===== config.mk =====
export PLATFORM = sky130hd
export DESIGN_NAME = sram_arbiter
export DESIGN_NICKNAME = d
export VERILOG_FILES = /design/src/rtl/sram_arbiter.sv
export SDC_FILE = /design/constraint.sdc
export NUM_CORES = 1
export LEC_CHECK = 0
export BUFFER_PORTS_ARGS = -buffer_cell sky130_fd_sc_hd__buf_2
export CAP_MARGIN = 20
export CORE_MARGIN = 2
export CORE_UTILIZATION = 40
export DETAILED_ROUTE_END_ITERATION = 10
export PLACE_DENSITY = 0.73
export SYNTH_ARGS = -nofsm -noshare
export SYNTH_HDL_FRONTEND = slang
export SYNTH_SLANG_ARGS = --single-unit

===== constraint.sdc =====
create_clock -name Clk -period 1.3 [get_ports Clk]
set_input_delay 0.13 -clock Clk [delete_from_list [all_inputs] [get_ports Clk]]
set_output_delay 0.13 -clock Clk [all_outputs]
set_load 0.005 [all_outputs]

===== src/rtl/sram_arbiter.sv =====
// sram_arbiter: two-requester valid/ready sequencer in front of a single-port synchronous SRAM.
// Round-robin grant by default; define SRAM_ARB_FIXED_PRIO_EN to make requester 0 always win ties.
module sram_arbiter #(
    parameter int ADR  = 8,
    parameter int Data = 8
) (
    input  logic            Clk,
    input  logic            Rst,
    input  logic            ReqValid0,
    input  logic            ReqWE0,
    input  logic [ADR-1:0]  ReqAddr0,
    input  logic [Data-1:0] ReqData0,
    output logic            ReqReady0,
    input  logic            ReqValid1,
    input  logic            ReqWE1,
    input  logic [ADR-1:0]  ReqAddr1,
    input  logic [Data-1:0] ReqData1,
    output logic            ReqReady1,
    output logic            RspValid0,
    output logic [Data-1:0] RspData0,
    output logic            RspValid1,
    output logic [Data-1:0] RspData1,
    output logic            MemCS,
    output logic            MemWE,
    output logic            MemRD,
    output logic [ADR-1:0]  MemAddr,
    output logic [Data-1:0] MemDataIn,
    input  logic [Data-1:0] MemDataOut,
    output logic            Busy
);

    typedef enum logic [1:0] {
        IDLE   = 2'd0,
        ACCESS = 2'd1,
        RESP   = 2'd2
    } state_t;

    state_t          state;
    logic            grant_id;
    logic            cmd_we;
    logic [Data-1:0] rsp_data0_q;
    logic [Data-1:0] rsp_data1_q;
    logic            sel_we;
    logic [ADR-1:0]  sel_addr;
    logic [Data-1:0] sel_data;
`ifndef SRAM_ARB_FIXED_PRIO_EN
    logic            prio;
`endif

    always_comb begin
        ReqReady0 = 1'b0;
        ReqReady1 = 1'b0;
        if (state == IDLE) begin
`ifdef SRAM_ARB_FIXED_PRIO_EN
            ReqReady0 = ReqValid0;
            ReqReady1 = ReqValid1 & ~ReqValid0;
`else
            ReqReady0 = ReqValid0 & (~ReqValid1 | ~prio);
            ReqReady1 = ReqValid1 & (~ReqValid0 | prio);
`endif
        end
    end

    always_comb begin
        sel_we   = ReqReady1 ? ReqWE1   : ReqWE0;
        sel_addr = ReqReady1 ? ReqAddr1 : ReqAddr0;
        sel_data = ReqReady1 ? ReqData1 : ReqData0;
    end

    // SRAM read data is only valid after the ACCESS edge, so the grantee sees it
    // straight through during RESP; the register keeps it once RESP ends.
    always_comb begin
        RspData0 = rsp_data0_q;
        RspData1 = rsp_data1_q;
        if (state == RESP) begin
            if (grant_id) RspData1 = MemDataOut;
            else          RspData0 = MemDataOut;
        end
    end

    assign Busy = (state != IDLE);

    always_ff @(posedge Clk or posedge Rst) begin
        if (Rst) begin
            state       <= IDLE;
            grant_id    <= 1'b0;
            cmd_we      <= 1'b0;
            MemCS       <= 1'b0;
            MemWE       <= 1'b0;
            MemRD       <= 1'b0;
            MemAddr     <= '0;
            MemDataIn   <= '0;
            RspValid0   <= 1'b0;
            RspValid1   <= 1'b0;
            rsp_data0_q <= '0;
            rsp_data1_q <= '0;
`ifndef SRAM_ARB_FIXED_PRIO_EN
            prio        <= 1'b0;
`endif
        end else begin
            case (state)
                IDLE: begin
                    if (ReqReady0 | ReqReady1) begin
                        grant_id  <= ReqReady1;
                        cmd_we    <= sel_we;
                        MemAddr   <= sel_addr;
                        MemDataIn <= sel_data;
                        MemCS     <= 1'b1;
                        MemWE     <= sel_we;
                        MemRD     <= ~sel_we;
                        state     <= ACCESS;
`ifndef SRAM_ARB_FIXED_PRIO_EN
                        prio      <= ReqReady0;
`endif
                    end
                end
                ACCESS: begin
                    MemCS <= 1'b0;
                    MemWE <= 1'b0;
                    MemRD <= 1'b0;
                    if (cmd_we) begin
                        state <= IDLE;
                    end else begin
                        state <= RESP;
                        if (grant_id) RspValid1 <= 1'b1;
                        else          RspValid0 <= 1'b1;
                    end
                end
                RESP: begin
                    RspValid0 <= 1'b0;
                    RspValid1 <= 1'b0;
                    if (grant_id) rsp_data1_q <= MemDataOut;
                    else          rsp_data0_q <= MemDataOut;
                    state <= IDLE;
                end
                default: state <= IDLE;
            endcase
        end
    end

endmodule

* Word level (Yosys, flattened, before mapping)
Cells that the tools add are included. W data, S select, Z words.
Operators by class: reduce and logical (&&, ||, !) cells 8, shift operators 0, mux-type cells 24, divide/modulo/power cells 0, add/sub/neg operators 0, bitwise logic cells 9, multipliers 0, eq/ne operators 6, order comparisons 0
Operators by type and width (count):
- $mux W8 | 6
- $mux W1 | 10
- $pmux W1 S2 | 5
- $ne A2 B2 Y1 const B | 3
- $reduce_and A3 Y1 | 2
- $reduce_bool A2 Y1 | 3
- $mux W2 | 2
- $not A1 Y1 | 4
- $pmux W2 S2 | 1
- $reduce_and A2 Y1 | 2
- $or A1 B1 Y1 | 3
- $and A1 B1 Y1 | 2
- $eq A2 B1 Y1 const B | 1
- $eq A2 B2 Y1 const B | 1
- $logic_not A2 Y1 | 1
- $ne A2 B1 Y1 const B | 1
Storage, ports and cells: RAM bits 0, memories kept 0, bits in registers 42, input port bits 46, memory bits (read-only) 0, output and inout port bits 40, word-level logic and storage cells 60, latch bits 0

* Longest topological paths before layout
Gate-level depths: netlist of the first run.
depth in word-level cells 8, mapped depth 5, depth with buffers taken out 4

* Least setup slack after synthesis of the first run
OpenSTA, ideal clock, no wires.
kind register -> register, from reg state[1], to reg MemAddr[5], clock period less this slack 1426 ps, buffers on the path 2, arrival 1286 ps, path slack -126 ps, stages on the path, launching flop included 6, data required time 1159 ps, setup time 141 ps, cells stage by stage dfrtp_1 or3b_1 buf_2 buf_6 o21ai_1 a31oi_1
Between the ends: word-level cells in the longest chain between the ends 4, elaborated cells between the ends (all ways) 6, classes of those cells mux (3); bitwise (1); reduce/logical (2)
Ends and longest elaborated chain:
- start: declaration | RTL line 38 | state_t state;
- start signal: assignment | RTL line 85 | state <= IDLE;
- start signal: assignment | RTL line 111 | state <= ACCESS;
- start signal: assignment | RTL line 122 | state <= IDLE;
- $logic_not A2 Y1 (*) | RTL line 53, 101
- $mux W1 | RTL line 53 | if (state == IDLE) begin
- $or A1 B1 Y1 | RTL line 103 | if (ReqReady0 | ReqReady1) begin
- $reduce_and A2 Y1 (no line)
- end signal: assignment | RTL line 106 | MemAddr <= sel_addr;
- end: declaration | RTL line 26 | output logic [ADR-1:0] MemAddr,
Mark *: on every way between the ends. The rest lies on a longest branch, timed or not. A chain may end at the register's enable or synchronous reset.

* Worst setup path in the final report of the first run
from reg state[0], to out RspData0[3]
Between the ends: word-level cells in the longest chain between the ends 2
Ends and longest elaborated chain:
- $eq A2 B2 Y1 | RTL line 75 | if (state == RESP) begin
- $mux W8
- end: declaration | RTL line 20 | output logic [Data-1:0] RspData0,
No other way between the ends.

==> results.toml, run 1 <==
[cells_and_area]
drive_gt1_share_pct = 61.8
final_util_pct = 71.5
area_delta_synth_final_pct = 70.2
fillerInstances = 299
nets = 341
multi_input_comb_area_um2 = 907
seq_area_mm2 = 0.00105
n_antenna_cell = 0

[synthesis]
syn_avg_cell_area_um2 = 11.0
yosys.area.top_type_share_pct = 56.6
syn_nets = 214
synth_edf_count = 0
synth_ff_type = "dfrtp_1"
ys_seq_area_share_pct = 56.6
ys.warnings.count = 0
yosysTopAreaCell = "dfrtp_1"
synth-seq-cells = 42
ys_async_sr_fraction_pct = 100
synth.distinct_cells = 29
synth_area_leaders = "dfrtp_1 57%, mux2_2 9.7%, a31oi_1 5.7%, a21oi_1 5.1%, nand3_1 4.6%"
netlist_instances = 168
synth_area_mm2 = 0.00186

[die]
die_x_um = 72.1
core_region_area_mm2 = 0.00441
die_h_um = 72.1
start_util_pct = 42.0
rows = 24
io_pins = 86
dieArea_mm2 = 0.00520

[placement]
dp_hpwl_mm = 3.60
portBuffers = 85
place_congestion = 0.843

[clock_tree]
insertion_delay_ns = 0.30
cts_root_buf = "clkbuf_8"
cts_made_buffers = 5
cts_max_level = 2
clockBufferDepth = 2
clkSlewWorstSetupHoldPaths_ns = 0.08
cts_tree = "built"
cts_sinks = 42

[global_route]
grt.busiest_layer = "met2"
grt_overflow_total = 0
track_usage_pct = 23.0
use_met2_pct = 40.8
grt_pass1_wl_mm = 9.25
grt_use_met1_pct = 26.9
antenna_found_initial = 0
grt_max_degree = 43
grt_pass1_vias = 1857
met3_usage_pct = 5.28

[worst_setup_path]
worstRegToRegCells = 6
critPathRequiredTime_ns = 1.17
path_class = "reg -> out"
path_max_fanout = 8
crit_path_start_kind = "register"
cp.arrival_ns = 1.55
endpoint_kind = "output port"

[min_path]
whs_path_depth = 3
hold_path_class = "in -> reg"

[sta]
clock.fmax_mhz = 594
setup_viol = 47
tightest_slew_ns = 0.390
holdWs_ns = 0.0793
fin_crit_ns = 1.68
grt_setup_unrepaired = "true"
hold_viol = 0
setup_slack_ns = -0.383
slew_violations = 0
relSlewSlack_pct = 74.0
min_period_over_period_pct = 129
skew_ns = 0.00831

[detailed_routing]
drtIter0Drc = 79
routed_wl_mm = 6.10
drc = 0
dr.pass1.iters = 4
vias_per_cell = 5.35
route.vias.total = 1861
wl_per_cell_um = 17.5
ant_nets = 0

[power_and_ir_drop]
leakagePower_nw = 1.51
p_per_area_mw_per_mm2 = 2590
ir_drop_mv = 1.03

[outcome]
violations = "negative setup slack"
status = "complete, but fails checks"

[job]
drv_cap = 0
stage by stage:
| stage | total power, mW | setup TNS, ns | cell area, um2 | worst slack, ns | cells |
|---|---|---|---|---|---|
| detailed placement | 5.37 | -3.13 | 2480 | -0.167 | 314 |
| floorplan | 3.88 | -1.05 | 1870 | -0.0974 | 168 |
| global route | 8.66 | -13.59 | 3160 | -0.448 | 348 |
| CTS | 7.59 | -10.92 | 2980 | -0.381 | 339 |
| finish | 8.18 | -10.94 | 3160 | -0.383 | 348 |
| global placement | 5.23 | -2.80 | 2480 | -0.147 | 314 |
report_power, final:
group	total, mW	switching [mW]	internal (mW)
Combinational	4.82	2.03	2.78
Clock	1.01	0.439	0.575
Sequential	2.35	0.379	1.97
Total	8.18	2.85	5.33
critical path, stage by stage (launching register included):
cell and delay, ns:
dfrtp_1 0.41, nand2b_4 0.16, nor2_4 0.10, buf_12 0.14, mux2_4 0.32, buf_6 0.12
metal layers:
metal | vias up | routed length (um)
met5 | - | 0
met4 | 0 | 151
met3 | 15 | 369
met2 | 86 | 3180
met1 | 886 | 2400
li1 | 874 | -
final cells by class:
cell class	instances	share of cell area [%]
flip-flops and latches	42	33.4
clock buffers	7	2.42
clock inverters	1	0.951
multi-input cells	111	28.7
repair buffers	132	32.0
well taps	52	2.06
inverters	3	0.515
cells in the final DEF (no fill, tap or decap), types with 3 or more instances in the layout:
master,n
mux2_4,14
buf_4,17
clkbuf_8,5
o21ai_0,4
buf_6,41
nor2_4,5
nand3_1,5
buf_2,70
o21ai_1,12
a31oi_1,16
dfrtp_1,40
a21oi_1,18
nand3_2,12
buf_12,3
cells in the mapped netlist, drive strengths merged (2+ instances only):
cell / count
nand3: 17
mux2: 16
nor2: 6
clkbuf: 4
a21o: 2
a31oi: 17
inv: 3
buf: 8
nand2b: 3
a21oi: 19
o21ai: 18
nand2: 3
dfrtp: 42
state kept, by name, indices dropped and copies added (netlist names):
register / count
state: 2
MemAddr: 8
MemDataIn: 8
prio: 1
grant_id: 1
rsp_data0_q: 8
cmd_we: 1
RspValid1: 1
MemRD: 1
MemCS: 1
MemWE: 1
rsp_data1_q: 8
RspValid0: 1
worst paths after layout:
check	to	from	slack, ns
max in group asynchronous	state[1]$_DFFE_PP0P_	Rst	0.67
max	RspData0[3]	state[0]$_DFFE_PP0P_	-0.38
min in group asynchronous	MemDataIn[2]$_DFFE_PP0P_	Rst	0.41
max reg2reg	MemWE$_DFFE_PP0P_	state[1]$_DFFE_PP0P_	-0.27
min	MemAddr[5]$_DFFE_PP0P_	ReqAddr1[5]	0.08
min reg2reg	MemCS$_DFFE_PP0P_	MemCS$_DFFE_PP0P_	0.48
cells by family after synthesis:
group           share of synthesized area [%]
compound gates                           19.1
buf+inv                                  3.98
simple gates                             10.6
mux                                      9.71
flops                                    56.6
repair_timing:
| action | 4_1_cts | 5_1_grt |
|---|---|---|
| pin swaps | 13 | 27 |
| resized for setup | 66 | 30 |
| setup buffers | 15 | 12 |
| hold buffers | 1 | 0 |
| endpoints found under the setup margin | 47 | 53 |
| endpoints found under the hold margin | 42 | 0 |
| cloned | 2 | 0 |
No activity file was read; power rests on OpenSTA's default activity.
==> inputs of run 2 (changes only) <==
- BUFFER_PORTS_ARGS: -buffer_cell sky130_fd_sc_hd__buf_2 -> unset
- DONT_BUFFER_PORTS: unset -> 1
- PLACE_DENSITY: 0.73 -> unset
==> results.toml, run 2 (synthesis gave the netlist of run 1 again) <==
[outcome]
status = "complete, but fails checks"
violations = "negative hold slack, negative setup slack"

[power_and_ir_drop]
p_per_area_mw_per_mm2 = 2360
ir_drop_mv = 1.17
leakagePower_nw = 1.09
p_total_mw = 6.20

[global_route]
grt_pass1_vias = 1592
antenna_found_initial = 0
grt_overflow_total = 0
grt_max_degree = 19
track_usage_pct = 19.4
grt_pass1_wl_mm = 7.80

[worst_setup_path]
endpoint_kind = "output port"
crit_chain = "or3b_4, buf_8, nor2_4"
path_class = "reg -> out"
slowest_delay_ns = 0.47
path_max_fanout = 6
critPathRequiredTime_ns = 1.17
crit_path_start_kind = "register"
cp_slowest_cell = "dfrtp_2"
cp.arrival_ns = 1.47

[clock_tree]
cts_sinks = 42
cts_made_buffers = 5
insertion_delay_ns = 0.29
cts_max_level = 2
cts_root_buf = "clkbuf_8"
clkSlewWorstSetupHoldPaths_ns = 0.08
clockBufferDepth = 2
cts_tree = "built"

[die]
die_h_um = 72.1
start_util_pct = 42.0
core_region_area_mm2 = 0.00441
rows = 24
dieArea_mm2 = 0.00520
die_x_um = 72.1
io_pins = 86

[detailed_routing]
ant_nets = 0
drtIter0Drc = 96
route.vias.total = 1634
wl_per_cell_um = 20.1
dr.pass1.iters = 4
drc = 0
vias_per_cell = 6.12
routed_wl_mm = 5.36

[cells_and_area]
mostFrequentLayoutCell = "dfrtp_1"
n_antenna_cell = 0
layout_common_cells = "39 x dfrtp_1, 23 x dlygate4sd3_1, 18 x a21oi_1"
area_delta_synth_final_pct = 41.4
drive_gt1_share_pct = 40.0
nets = 260

[sta]
min_period_over_period_pct = 123
grt_setup_unrepaired = "true"
relSlewSlack_pct = 57.5
fin_crit_ns = 1.60
setup_viol = 39
skew_ns = 0.00607
hold_viol = 1
slew_violations = 0
holdWs_ns = -0.00642
clock.fmax_mhz = 626
setup_slack_ns = -0.298
tightest_slew_ns = 0.634

[job]
drv_cap = 0

[placement]
place_congestion = 0.788
dp_hpwl_mm = 3.46
portBuffers = 0

[min_path]
hold_path_class = "in -> reg"
run 2: cell type report:
cell class                      count  area [um2]
Inverter                            3        11.3
Timing Repair Buffer               51         528
Fill cell                         326        1790
Tap cell                           52        65.1
Sequential cell                    42        1050
Clock buffer                        6        82.6
Multi-Input combinational cell    111         870
Clock inverter                      2        12.5
run 2: power breakdown:
part / switching [mW] / internal (mW)
clock network: 0.435 / 0.427
registers: 0.455 / 1.98
logic: 1.47 / 1.43
total: 2.36 / 3.84
run 2: final timing paths:
kind / cells after the start / slack [ns] / end / from
max: 3 / -0.30 / ReqReady1 / state[1]$_DFFE_PP0P_
min: 2 / -0.006 / MemAddr[2]$_DFFE_PP0P_ / ReqAddr0[2]
max reg2reg: 5 / -0.24 / MemAddr[6]$_DFFE_PP0P_ / state[1]$_DFFE_PP0P_
min reg2reg: 1 / 0.50 / RspValid0$_DFFE_PP0P_ / cmd_we$_DFFE_PP0P_
max in group asynchronous: 3 / 0.51 / rsp_data1_q[2]$_DFF_PP0_ / Rst
min in group asynchronous: 2 / 0.29 / MemDataIn[0]$_DFFE_PP0P_ / Rst
run 2: stage by stage:
stage / setup slack (ns) / area (um2) / cells / util [%] / TNS [ns]
6_report: -0.298 / 2620 / 267 / 59.4 / -8.15
5_1_grt: -0.363 / 2620 / 267 / 59.4 / -10.37
4_1_cts: -0.296 / 2330 / 249 / 52.8 / -6.60
3_5_place_dp: -0.127 / 2040 / 227 / 46.3 / -2.79
3_3_place_gp: -0.0561 / 2040 / 227 / 46.3 / -1.37
2_1_floorplan: -0.0974 / 1870 / 168 / - / -1.05
run 2: timing repair:
action                                  in CTS  in global routing
buffers inserted                             3                  4
hold buffers                                11                 12
pin swaps                                    2                 24
endpoints found under the setup margin      45                 49
endpoints found under the hold margin       25                 12
cloned                                       0                  2
resized for setup                           16                 42
run 2: worst max-delay path: cells and delay by family (launching register included):
kind                   cells  cell delay, ns
AND/OR/NAND/NOR            2            0.57
flip-flops                 1            0.47
buffers and inverters      1            0.14
run 2: metal layers:
layer  global-route usage, %  wire length [um]  up-vias
met4                    6.08               147        0
met2                    32.4              2760       88
met3                    5.00               416       20
met1                    24.6              2040      813
li1                        -                 -      713
met5                       0                 0        -
==> inputs of run 3 (changes only) <==
- clock period: 1.3 -> 2.05 ns (I/O delays scaled with it)
==> results.toml, run 3 (synthesis gave the netlist of run 1 again) <==
[clock_tree]
cts_tree = "built"
clkSlewWorstSetupHoldPaths_ns = 0.08
cts_setup_buffers = 0
cts_made_buffers = 5
insertion_delay_ns = 0.29
clockBufferDepth = 2
cts_root_buf = "clkbuf_8"
cts_sinks = 42
cts_max_level = 2

[die]
io_pins = 86
dieArea_mm2 = 0.00520
die_h_um = 72.1
start_util_pct = 42.0
die_x_um = 72.1
core_region_area_mm2 = 0.00441
rows = 24

[global_route]
grt_pass1_wl_mm = 6.87
grt_pass1_vias = 1447
antenna_found_initial = 0
grt_max_degree = 25
grt_overflow_total = 0
track_usage_pct = 17.0

[power_and_ir_drop]
seq_power_share_pct = 45.7
switchingPower_mw = 1.29
p_clk_share_pct = 16.6
p_per_area_mw_per_mm2 = 1650
ir_drop_mv = 0.741
p_comb_share_pct = 37.7
p_sw_share_pct = 38.6
p_total_mw = 3.35
p_int_mw = 2.06
leakagePower_nw = 0.834

[detailed_routing]
dr.pass1.iters = 4
routed_wl_mm = 4.36
vias_per_cell = 5.98
wl_per_cell_um = 19.3
ant_nets = 0
drtIter0Drc = 64
route.vias.total = 1352
drc = 0

[worst_setup_path]
path_class = "reg -> out"
cp_slowest_cell = "or3b_1"
endpoint_kind = "output port"
worstRegToRegCells = 3
r2r-start = "state[1]$_DFFE_PP0P_"
cp.arrival_ns = 1.71
crit_path_start_kind = "register"
critPathRequiredTime_ns = 1.85
slowest_delay_ns = 0.71
path_max_fanout = 19
critPathLaunch = "state[1]$_DFFE_PP0P_"
crit_chain = "or3b_1, nor2_4"

[sta]
setup_viol = 0
fin_crit_ns = 1.92
relSlewSlack_pct = 44.2
clock.fmax_mhz = 521
tightest_slew_ns = 0.831
finalSetupTns_ns = 0
min_period_over_period_pct = 93.6
hold_viol = 0
grt_setup_unrepaired = "false"
slew_violations = 0
skew_ns = 0.00548

[outcome]
status = "completed"

[cells_and_area]
instances_no_fill = 226
fillerInstances = 415
final_util_pct = 46.1
multi_input_comb_area_um2 = 736
layout_common_cells = "42 x dfrtp_1, 19 x a21oi_1, 17 x nand3_1, 17 x a31oi_1, 16 x mux2_2"
area_delta_synth_final_pct = 9.71
seq_area_mm2 = 0.00105
nets = 219
drive_gt1_share_pct = 22.4
mostFrequentLayoutCell = "dfrtp_1"
n_antenna_cell = 0

[placement]
portBuffers = 0
dp_hpwl_mm = 3.27
place_congestion = 0.745
place_inst = 217

[min_path]
hold_path_class = "in -> reg"
whs_path_depth = 2
min_from = "ReqData1[4]"

[job]
drv_cap = 0
==> run 3: timing repair <==
item | 4_1_cts | 5_1_grt
endpoints found under the setup margin | 0 | 8
resized for setup | 0 | 1
endpoints found under the hold margin | 23 | 0
hold buffers | 1 | 0
==> run 3: worst paths after layout <==
path	end	slack [ns]
max	ReqReady1	0.13
min	MemDataIn[4]$_DFFE_PP0P_	0.06
max reg2reg	MemWE$_DFFE_PP0P_	0.33
min reg2reg	state[1]$_DFFE_PP0P_	0.50
max in group asynchronous	cmd_we$_DFFE_PP0P_	0.95
min in group asynchronous	MemAddr[5]$_DFFE_PP0P_	0.42
==> run 3: worst max-delay path, delay by kind of cell (launching register included) <==
kind	cells	cell delay, ns
and+or+nand+nor	2	0.95
DFF	1	0.46
==> run 3: layout make-up <==
cell class,count,share of cell area (%)
inverters,3,0.553
flip-flops and latches,42,51.6
multi-input cells,111,36.1
clock inverters,2,0.615
clock buffers,6,4.06
well taps,52,3.20
repair buffers,10,3.81
==> run 3: routing by layer <==
layer  track usage, %  vias to the layer above  share of wire (%)
li1                 -                      621                  -
met1             18.7                      640                 36
met5                0                        -                  0
met3             6.67                        9                 11
met2             29.2                       82                 51
met4             6.92                        0                1.4
==> run 3: power groups by stage <==
stage                     logic, mW  registers (mW)  clock network, mW
after global routing           1.41            1.58              0.603
after global placement         1.20            1.52                  0
after detailed placement       1.27            1.54                  0
after floorplan               0.982            1.46                  0
final                          1.26            1.53              0.554
after CTS                      1.27            1.53              0.575
==> run 3: metrics by stage <==
stage	area, um2	hold WS, ns	worst slack, ns
after floorplan	1860	0.365	0.589
after global placement	1930	0.165	0.439
after detailed placement	1930	0.188	0.349
after CTS	2030	0.0526	0.0853
after global routing	2040	0.0634	0.0709
final	2040	0.0624	0.130
